`src/rtl/instruction_fetch.sv`:
```
// rtl/instruction_fetch.sv - MIPS fetch stage: PC, IF/ID register, redirects, stall, HALT
// IF/ID is a plain register set; fetch stops for good once HALT_INSTR has been latched.
module instruction_fetch #(
    parameter int          NB_DATA      = 32,
    parameter int          NB_PC        = 32,
    parameter int          NB_IMEM_ADDR = 10,
    parameter int          NB_COUNT     = 32,
    parameter logic [31:0] HALT_INSTR   = 32'hFFFF_FFFF
) (
    input  logic                    i_clock,
    input  logic                    i_reset,
    input  logic                    i_enable,
    input  logic                    i_stall,
    input  logic                    i_branch_taken,
    input  logic [NB_PC-1:0]        i_branch_target,
    input  logic                    i_jump,
    input  logic [NB_PC-1:0]        i_jump_target,
    input  logic [NB_DATA-1:0]      i_imem_data,
    output logic [NB_IMEM_ADDR-1:0] o_imem_addr,
    output logic [NB_DATA-1:0]      o_instruction,
    output logic [NB_PC-1:0]        o_pc_plus4,
    output logic                    o_valid,
    output logic                    o_halt,
    output logic [NB_COUNT-1:0]     o_fetch_count
);

    typedef enum logic [0:0] {RUN, HALTED} state_t;

    state_t                state_q, state_d;
    logic [NB_PC-1:0]      pc_q, pc_d;
    logic [NB_DATA-1:0]    instr_q, instr_d;
    logic [NB_PC-1:0]      pc_plus4_q, pc_plus4_d;
    logic                  valid_q, valid_d;
    logic [NB_COUNT-1:0]   count_q, count_d;
    logic [NB_PC-1:0]      pc_plus4;
    logic                  step;

    assign pc_plus4 = pc_q + NB_PC'(4);
    assign step     = i_enable && !i_stall;

    always_ff @(posedge i_clock or negedge i_reset) begin
        if (!i_reset) begin
            state_q    <= RUN;
            pc_q       <= '0;
            instr_q    <= '0;
            pc_plus4_q <= '0;
            valid_q    <= 1'b0;
            count_q    <= '0;
        end else begin
            state_q    <= state_d;
            pc_q       <= pc_d;
            instr_q    <= instr_d;
            pc_plus4_q <= pc_plus4_d;
            valid_q    <= valid_d;
            count_q    <= count_d;
        end
    end

    always_comb begin
        state_d    = state_q;
        pc_d       = pc_q;
        instr_d    = instr_q;
        pc_plus4_d = pc_plus4_q;
        valid_d    = valid_q;
        count_d    = count_q;
        if (step) begin
            case (state_q)
                RUN: begin
                    if (i_jump || i_branch_taken) begin
                        // Jump has priority over a simultaneous taken branch.
                        pc_d       = i_jump ? i_jump_target : i_branch_target;
                        instr_d    = '0;
                        pc_plus4_d = '0;
                        valid_d    = 1'b0;
                    end else begin
                        instr_d    = i_imem_data;
                        pc_plus4_d = pc_plus4;
                        valid_d    = 1'b1;
                        count_d    = count_q + NB_COUNT'(1);
                        if (i_imem_data == NB_DATA'(HALT_INSTR)) begin
                            state_d = HALTED;
                        end else begin
                            pc_d = pc_plus4;
                        end
                    end
                end
                HALTED: begin
                    // Keep feeding bubbles so the HALT word drains through the pipe.
                    instr_d    = '0;
                    pc_plus4_d = '0;
                    valid_d    = 1'b0;
                end
                default: state_d = RUN;
            endcase
        end
    end

    assign o_imem_addr   = pc_q[NB_IMEM_ADDR+1:2];
    assign o_instruction = instr_q;
    assign o_pc_plus4    = pc_plus4_q;
    assign o_valid       = valid_q;
    assign o_halt        = (state_q == HALTED);
    assign o_fetch_count = count_q;

endmodule

```
`config.mk`:
```
export PLATFORM = sky130hd
export DESIGN_NAME = instruction_fetch
export DESIGN_NICKNAME = d
export VERILOG_FILES = /design/src/rtl/instruction_fetch.sv
export SDC_FILE = /design/constraint.sdc
export NUM_CORES = 1
export LEC_CHECK = 0
export CAP_MARGIN = 10
export CORE_UTILIZATION = 47
export DETAILED_ROUTE_END_ITERATION = 10
export PLACE_DENSITY_LB_ADDON = 0.3
export SLEW_MARGIN = 20
export SYNTH_ARGS = -nofsm -noshare
export SYNTH_HDL_FRONTEND = slang
export SYNTH_SLANG_ARGS = --single-unit
```
`constraint.sdc`:
```
create_clock -name i_clock -period 2.2 [get_ports i_clock]
set_input_delay 0.33 -clock i_clock [delete_from_list [all_inputs] [get_ports i_clock]]
set_output_delay 0.33 -clock i_clock [all_outputs]
set_load 0.05 [all_outputs]
```
* Word-level counts from Yosys, hierarchy flattened
Cells that the tools add are included.
** Storage, ports and cells
- Flip-flop bits (word level) :: 130
- Bits of input ports :: 102
- Output and inout port bits :: 108
** Cells by class
- $add $sub $neg :: 2
- Eq/ne operators :: 2
- Muxes and demuxes :: 12
- Bitwise gates (word level) :: 2
- Reduce and logical (&&, ||, !) cells :: 5
** Operator list (number)
- $mux W32 :: 5
- $pmux W32 S2 :: 2
- $add A32 B1 Y32 const B :: 1
- $add A32 B3 Y32 const B :: 1
- $eq A32 B32 Y1 const B :: 1
- $reduce_and A3 Y1 :: 2
- $mux W1 :: 4
- $ne A2 B2 Y1 const B :: 1
- $not A1 Y1 :: 2
- $pmux W1 S2 :: 1
- $logic_and A1 B1 Y1 :: 1
- $logic_not A1 Y1 :: 1
- $logic_or A1 B1 Y1 :: 1

* Logic depth before layout (Yosys ltp)
Gate-level depths: netlist of run 1.
- Depth after elaboration :: 4
- Gate-level depth with buffers :: 9

* Least setup slack after synthesis of run 1
Ideal clock, no wire load.
- Path kind :: register to register
- Start point :: register count_q[5] (netlist: o_fetch_count[5])
- End point :: register count_q[25] (netlist: o_fetch_count[25])
- Arrival time :: 1.920 ns
- Required time :: 2.059 ns
- Slack :: 0.139 ns
- Stages on the path, launching flop included :: 6
- Path buffers :: 0
- Path through :: dfrtp_1 > nand4_1 > or3_4 > nor3_4 > nand3_1 > xnor2_1
** Between the ends
- Longest elaborated chain between the ends :: 1
** RTL lines
- start, declared :: line 34 : logic [NB_COUNT-1:0] count_q, count_d;
- start signal, assigned :: line 55 : count_q <= count_d;
- $add A32 B1 Y32 :: line 79 : count_d = count_q + NB_COUNT'(1);
Every way passes these cells.
A chain may end at the register's enable or synchronous reset.

* Worst setup path after layout of run 1
- Start point :: register pc_q[6]
- End point :: output port o_imem_addr[4]
** RTL lines
- start, declared :: line 30 : logic [NB_PC-1:0] pc_q, pc_d;
- start signal, assigned :: line 51 : pc_q <= pc_d;
- end, declared :: line 19 : output logic [NB_IMEM_ADDR-1:0] o_imem_addr,
No word-level cell between the ends.

==> key figures, run 1 <==
Routing
  – Final wirelength: 19000 µm
  – Drt wl/cell: 18.4 µm
  – Met2 Wirelength: 9300 µm
  – M1 WL: 7890 µm
  – DRC Markers: 0
  – Via count: 5921
  – Initial drt markers: 397
  – Detail Route Antenna Nets: 0
  – Met3 Wirelength: 1330 µm
  – Routed vias/inst: 5.74
  – Top sig layer: met4
  – DR pass1 iterations: 5

Setup path
  – Top delay family on crit path: buffers and inverters
  – Critical path's slowest cell: clkdlybuf4s50_1
  – Crit. End Element: output port
  – Buffer and inverter count on the worst path: 1
  – CP max FO: 6
  – Crit path arrival time: 1.83 ns
  – Critical path type: reg -> out
  – Critical-path cell list: clkdlybuf4s50_1
  – CP Launch Type: flop
  – Worst Path Required: 1.87 ns
  – CP peak stage delay: 0.87 ns

Floorplan
  – Area of the core: 13300 µm²
  – Die height: 119 µm
  – Die Width: 119 µm
  – Die area: 14200 µm²
  – Num rows: 42
  – Io pins: 210
  – Initial Util: 48.4%

GRT
  – Gr usage total: 27.7%
  – Largest net degree at the start of global routing: 68
  – First-pass GRT wire length: 30300 µm
  – Number of global-route vias before repair: 6000
  – Initial antenna violation count: 0
  – Global route overflow: 0

Timing
  – Final Cycle Share: 98.3%
  – Final setup viols: 0
  – Setup TNS: 0 ns
  – Slew margin rel.: 52.4%
  – Endpoints failing hold: 0
  – Max Clock Freq: 462 MHz
  – Hold slack: 0.435 ns
  – Pins Over Slew Limit: 0
  – Min Tclk post-route: 2.16 ns
  – Final Skew: 0.00641 ns
  – Worst Max-Slew Pin Slew: 0.714 ns

Synthesis
  – Main synth FF type: dfrtp_1
  – Synthesis warning total: 0
  – EDFF count, synth: 0
  – Top area cells in the synthesized netlist: dfrtp_1 51%, a22o_1 6.0%, xnor2_1 5.6%
  – Synthesized area per cell: 10.3 µm²
  – Post-synth top area share: 50.5%
  – Post-synthesis cell area: 6440 µm²
  – Syn_nets: 727
  – Post-synth ARST share: 100%
  – Syn Inst Count: 623
  – Number of synthesized register bits: 130
  – Sequential fraction of the synthesis area: 50.5%
  – Post-synth cell types: 56
  – Synth area leader: dfrtp_1

Finish
  – Sequential Area: 3250 µm²
  – Final Util: 71.4%
  – P&R area growth vs syn: 47.4%
  – Final net count: 947
  – Multi-input logic area: 2890 µm²
  – Ant. Diodes: 0
  – Non-filler instance count after layout: 1032
  – Layout cells sized above 1: 11.1%
  – FILL cells: 946

Clock network
  – Worst-path clk slew: 0.06 ns
  – Root Driver: clkbuf_16
  – Clock buffers created by TritonCTS: 17
  – Insertion delay to the later sink of the worst-skew pair: 0.43 ns
  – CTS tree: yes
  – Clk sinks: 130
  – Maximum root-to-sink buffer count: 2
  – H-tree lvl count: 4

Placement
  – Count of input and output buffers: 209
  – DPL Wire Length: 13500 µm
  – Placed cells: 997
  – Routability cong.: 0.901

Power and ir drop
  – Max IR drop VDD: 0.607 mV
  – Power per cell area: 824 nW/µm²
  – Total power: 7.83 mW
  – Pleak: 3.99 nW

Min path
  – Hold/Removal Path Class: in -> async

Status
  – Outcome: complete, no violations

Flow run
  – Max cap viols: 0
==> where the power goes <==
group          total (mW)  internal, mW  switching [mW]
logic                1.80         0.718            1.08
registers            2.87          2.61           0.254
clock network        3.16          2.07            1.09
total                7.83          5.40            2.43
==> cells in the mapped netlist (all sizes together) (5+ instances only) <==
library cell / instances
dfrtp: 130
nand2: 61
o21ai: 48
a22o: 44
xnor2: 41
nor2: 35
nand3: 33
buf: 24
a21oi: 21
clkbuf: 21
nand4: 20
xor2: 16
inv: 13
nor3: 13
a22oi: 9
and3: 9
nor4: 9
o31ai: 6
a211oi: 5
a21o: 5
a222oi: 5
o31a: 5
==> timing repair <==
item	in CTS	in global routing
pin swaps	0	2
buffers inserted	0	2
setup endpoints to repair	1	6
resized for setup	1	1
endpoints found under the hold margin	55	0
hold buffers	1	0
==> layout make-up <==
class | instances | area share (%)
Inverter | 13 | 0.514
Clock inverter | 13 | 2.17
Multi-Input combinational cell | 435 | 30.5
Clock buffer | 19 | 4.77
Timing Repair Buffer | 246 | 25.5
Sequential cell | 130 | 34.3
Tap cell | 176 | 2.32
==> through the flow <==
stage | area [µm²] | setup WS [ns]
2_1_floorplan | 6440 | 0.139
3_3_place_gp | 8800 | 0.0645
3_5_place_dp | 8800 | -0.000424
4_1_cts | 9470 | 0.0491
5_1_grt | 9490 | -0.0205
6_report | 9490 | 0.0363
==> state kept, by name, summed over array words and instances (netlist names) <==
signal         cells
pc_q              32
o_valid            1
o_halt             1
o_fetch_count     32
o_pc_plus4        32
o_instruction     32
==> final timing paths <==
check / cells past startpoint / startpoint / slack [ns] / to
max reg2reg: 7 / pc_q[3] / 0.12 / pc_q[28]
max in group asynchronous: 3 / i_reset / 1.10 / o_instruction[16]
min in group i_clock: 5 / i_jump / 0.46 / o_fetch_count[4]
min: 2 / i_reset / 0.43 / o_fetch_count[27]
min reg2reg: 2 / o_pc_plus4[31] / 0.48 / o_pc_plus4[31]
max: 1 / pc_q[6] / 0.04 / o_imem_addr[4]
==> kinds of logic after synthesis <==
family | synth area share (%)
XOR/XNOR | 7.75
AND/OR/NAND/NOR | 16.9
multiplexers | 0.622
flip-flops | 50.5
buffers and inverters | 4.68
AO/OA/AOI/OAI | 19.2
adder cells (fa/ha/maj) | 0.389
==> metal layers <==
metal	vias up	global-route usage, %
met5	-	0
met4	0	12.7
met3	35	6.90
met2	288	44.5
met1	2869	35.2
li1	2729	-
==> placed cells by master, fill, tap and decap left out, types with 16 or more instances in the layout <==
| cell type | Yosys | layout |
|---|---|---|
| clkbuf_16 | 0 | 17 |
| nand3_1 | 29 | 28 |
| buf_4 | 12 | 32 |
| nand2_1 | 61 | 61 |
| xnor2_1 | 41 | 41 |
| nand4_1 | 20 | 20 |
| a22o_1 | 44 | 44 |
| nor2_1 | 33 | 32 |
| xor2_1 | 16 | 16 |
| o21ai_0 | 45 | 45 |
| a21oi_1 | 21 | 21 |
| clkdlybuf4s50_1 | 0 | 206 |
| dfrtp_1 | 130 | 130 |
Note: power is estimated with default switching activity, not from simulation.
==> run 2, diff against run 1 <==
--- a/config.mk
+++ b/config.mk
@@ -5,10 +5,10 @@
 export SDC_FILE = /design/constraint.sdc
 export NUM_CORES = 1
 export LEC_CHECK = 0
-export CAP_MARGIN = 10
 export CORE_UTILIZATION = 47
 export DETAILED_ROUTE_END_ITERATION = 10
 export PLACE_DENSITY_LB_ADDON = 0.3
+export SKIP_CTS_REPAIR_TIMING = 1
 export SLEW_MARGIN = 20
 export SYNTH_ARGS = -nofsm -noshare
 export SYNTH_HDL_FRONTEND = slang
==> run 2 against run 1 <==
Clock power hardly changed. Clock skew hardly changed. Total power hardly changed. Final cell count stayed put. Flip-flop and latch count stayed put.
==> key figures, run 2 (synthesis results as in run 1) <==
Status
  – Outcome: complete, no violations

Clock network
  – H-tree lvl count: 4
  – Insertion delay to the later sink of the worst-skew pair: 0.43 ns
  – Root Driver: clkbuf_16
  – Clock buffers created by TritonCTS: 17
  – CTS tree: yes
  – Maximum root-to-sink buffer count: 2
  – Clk sinks: 130
  – Worst-path clk slew: 0.06 ns

Routing
  – Via count: 5929
  – Final wirelength: 18900 µm
  – M1 WL: 7820 µm
  – Initial drt markers: 412
  – DRC Markers: 0
  – Met3 Wirelength: 1340 µm
  – Drt wl/cell: 18.3 µm
  – DR pass1 iterations: 5
  – Routed vias/inst: 5.75
  – Detail Route Antenna Nets: 0
  – Top sig layer: met4
  – Met2 Wirelength: 9300 µm

Power and ir drop
  – Pleak: 4.00 nW
  – Max IR drop VDD: 0.607 mV
  – Power per cell area: 824 nW/µm²

Finish
  – Final Util: 71.4%
  – Non-filler instance count after layout: 1032
  – FILL cells: 946
  – Layout cells sized above 1: 11.1%
  – Commonest non-fill, non-tap cell in the layout: clkdlybuf4s50_1
  – P&R area growth vs syn: 47.5%
  – Multi-input logic area: 2890 µm²
  – Ant. Diodes: 0
  – Most frequent cells in the layout: 206 x clkdlybuf4s50_1, 130 x dfrtp_1, 61 x nand2_1
  – Sequential Area: 3250 µm²
  – Final net count: 947

Floorplan
  – Die Width: 119 µm
  – Die area: 14200 µm²
  – Num rows: 42
  – Die height: 119 µm
  – Area of the core: 13300 µm²
  – Initial Util: 48.4%
  – Io pins: 210

GRT
  – Gr usage total: 27.7%
  – Number of global-route vias before repair: 6000
  – First-pass GRT wire length: 30300 µm
  – Initial antenna violation count: 0
  – Global route overflow: 0
  – Largest net degree at the start of global routing: 68

Setup path
  – Top delay family on crit path: buffers and inverters
  – Crit. End Element: output port
  – Reg2reg setup slack: 0.13 ns
  – CP Launch Type: flop
  – Buffer and inverter count on the worst path: 1
  – CP max FO: 6
  – Critical-path cell list: clkdlybuf4s50_1
  – Critical path's slowest cell: clkdlybuf4s50_1
  – Worst Path Required: 1.87 ns
  – Critical path type: reg -> out
  – CP peak stage delay: 0.87 ns
  – Crit path arrival time: 1.84 ns

Placement
  – Placed cells: 997
  – Routability cong.: 0.901
  – DPL Wire Length: 13500 µm
  – Count of input and output buffers: 209

Timing
  – Endpoints failing hold: 0
  – Slew margin rel.: 51.9%
  – Pins Over Slew Limit: 0
  – Final Cycle Share: 98.5%
  – Max Clock Freq: 462 MHz
  – Worst Max-Slew Pin Slew: 0.721 ns
  – Min Tclk post-route: 2.17 ns
  – Hold slack: 0.433 ns
  – Final Skew: 0.00677 ns
  – Setup TNS: 0 ns
  – Final setup viols: 0

Min path
  – Hold/Removal Path Class: in -> async

Flow run
  – Max cap viols: 0
## run 2: cell count changes in the layout (fill, tap and decap cells not counted)
cell / previous run / this run
dlygate4sd2_1: 1 / 0
dlymetal6s2s_1: 0 / 1
## run 2: per-stage QoR
stage	instance area (µm²)	setup WS, ns	power, mW
after floorplan	6440	0.139	3.93
after global placement	8800	0.0645	4.64
after detailed placement	8800	-0.000424	4.69
after CTS	9460	-0.00796	7.85
after global routing	9500	-0.0205	8.12
final	9500	0.0335	7.83
## run 2: final timing paths
| check | from | endpoint | depth (start not counted) |
|---|---|---|---|
| max | pc_q[6] | o_imem_addr[4] | 1 |
| min | i_reset | o_fetch_count[7] | 2 |
| max reg2reg | pc_q[3] | pc_q[28] | 7 |
| min reg2reg | o_pc_plus4[31] | o_pc_plus4[31] | 2 |
| max in group asynchronous | i_reset | o_instruction[16] | 3 |
| min in group i_clock | i_jump | o_fetch_count[4] | 5 |
## run 2: per-layer routing
| layer | global-route usage [%] | vias to the layer above |
|---|---|---|
| li1 | - | 2728 |
| met1 | 35.2 | 2875 |
| met2 | 44.5 | 293 |
| met3 | 6.90 | 33 |
| met4 | 12.7 | 0 |
| met5 | 0 | - |
## run 2: cell type report
class	instances	area share, %
clock buffer	19	4.77
timing repair buffer	246	25.5
clock inverter	13	2.17
tap	176	2.32
sequential	130	34.3
multi-input combinational	435	30.5
inverter	13	0.514
## run 2: where the power goes
group | switching (mW) | leakage [nW] | total, mW | internal, mW
Clock | 1.09 | 0.319 | 3.16 | 2.07
Sequential | 0.254 | 1.72 | 2.87 | 2.61
Combinational | 1.08 | 1.96 | 1.80 | 0.720
Total | 2.42 | 4.00 | 7.83 | 5.40
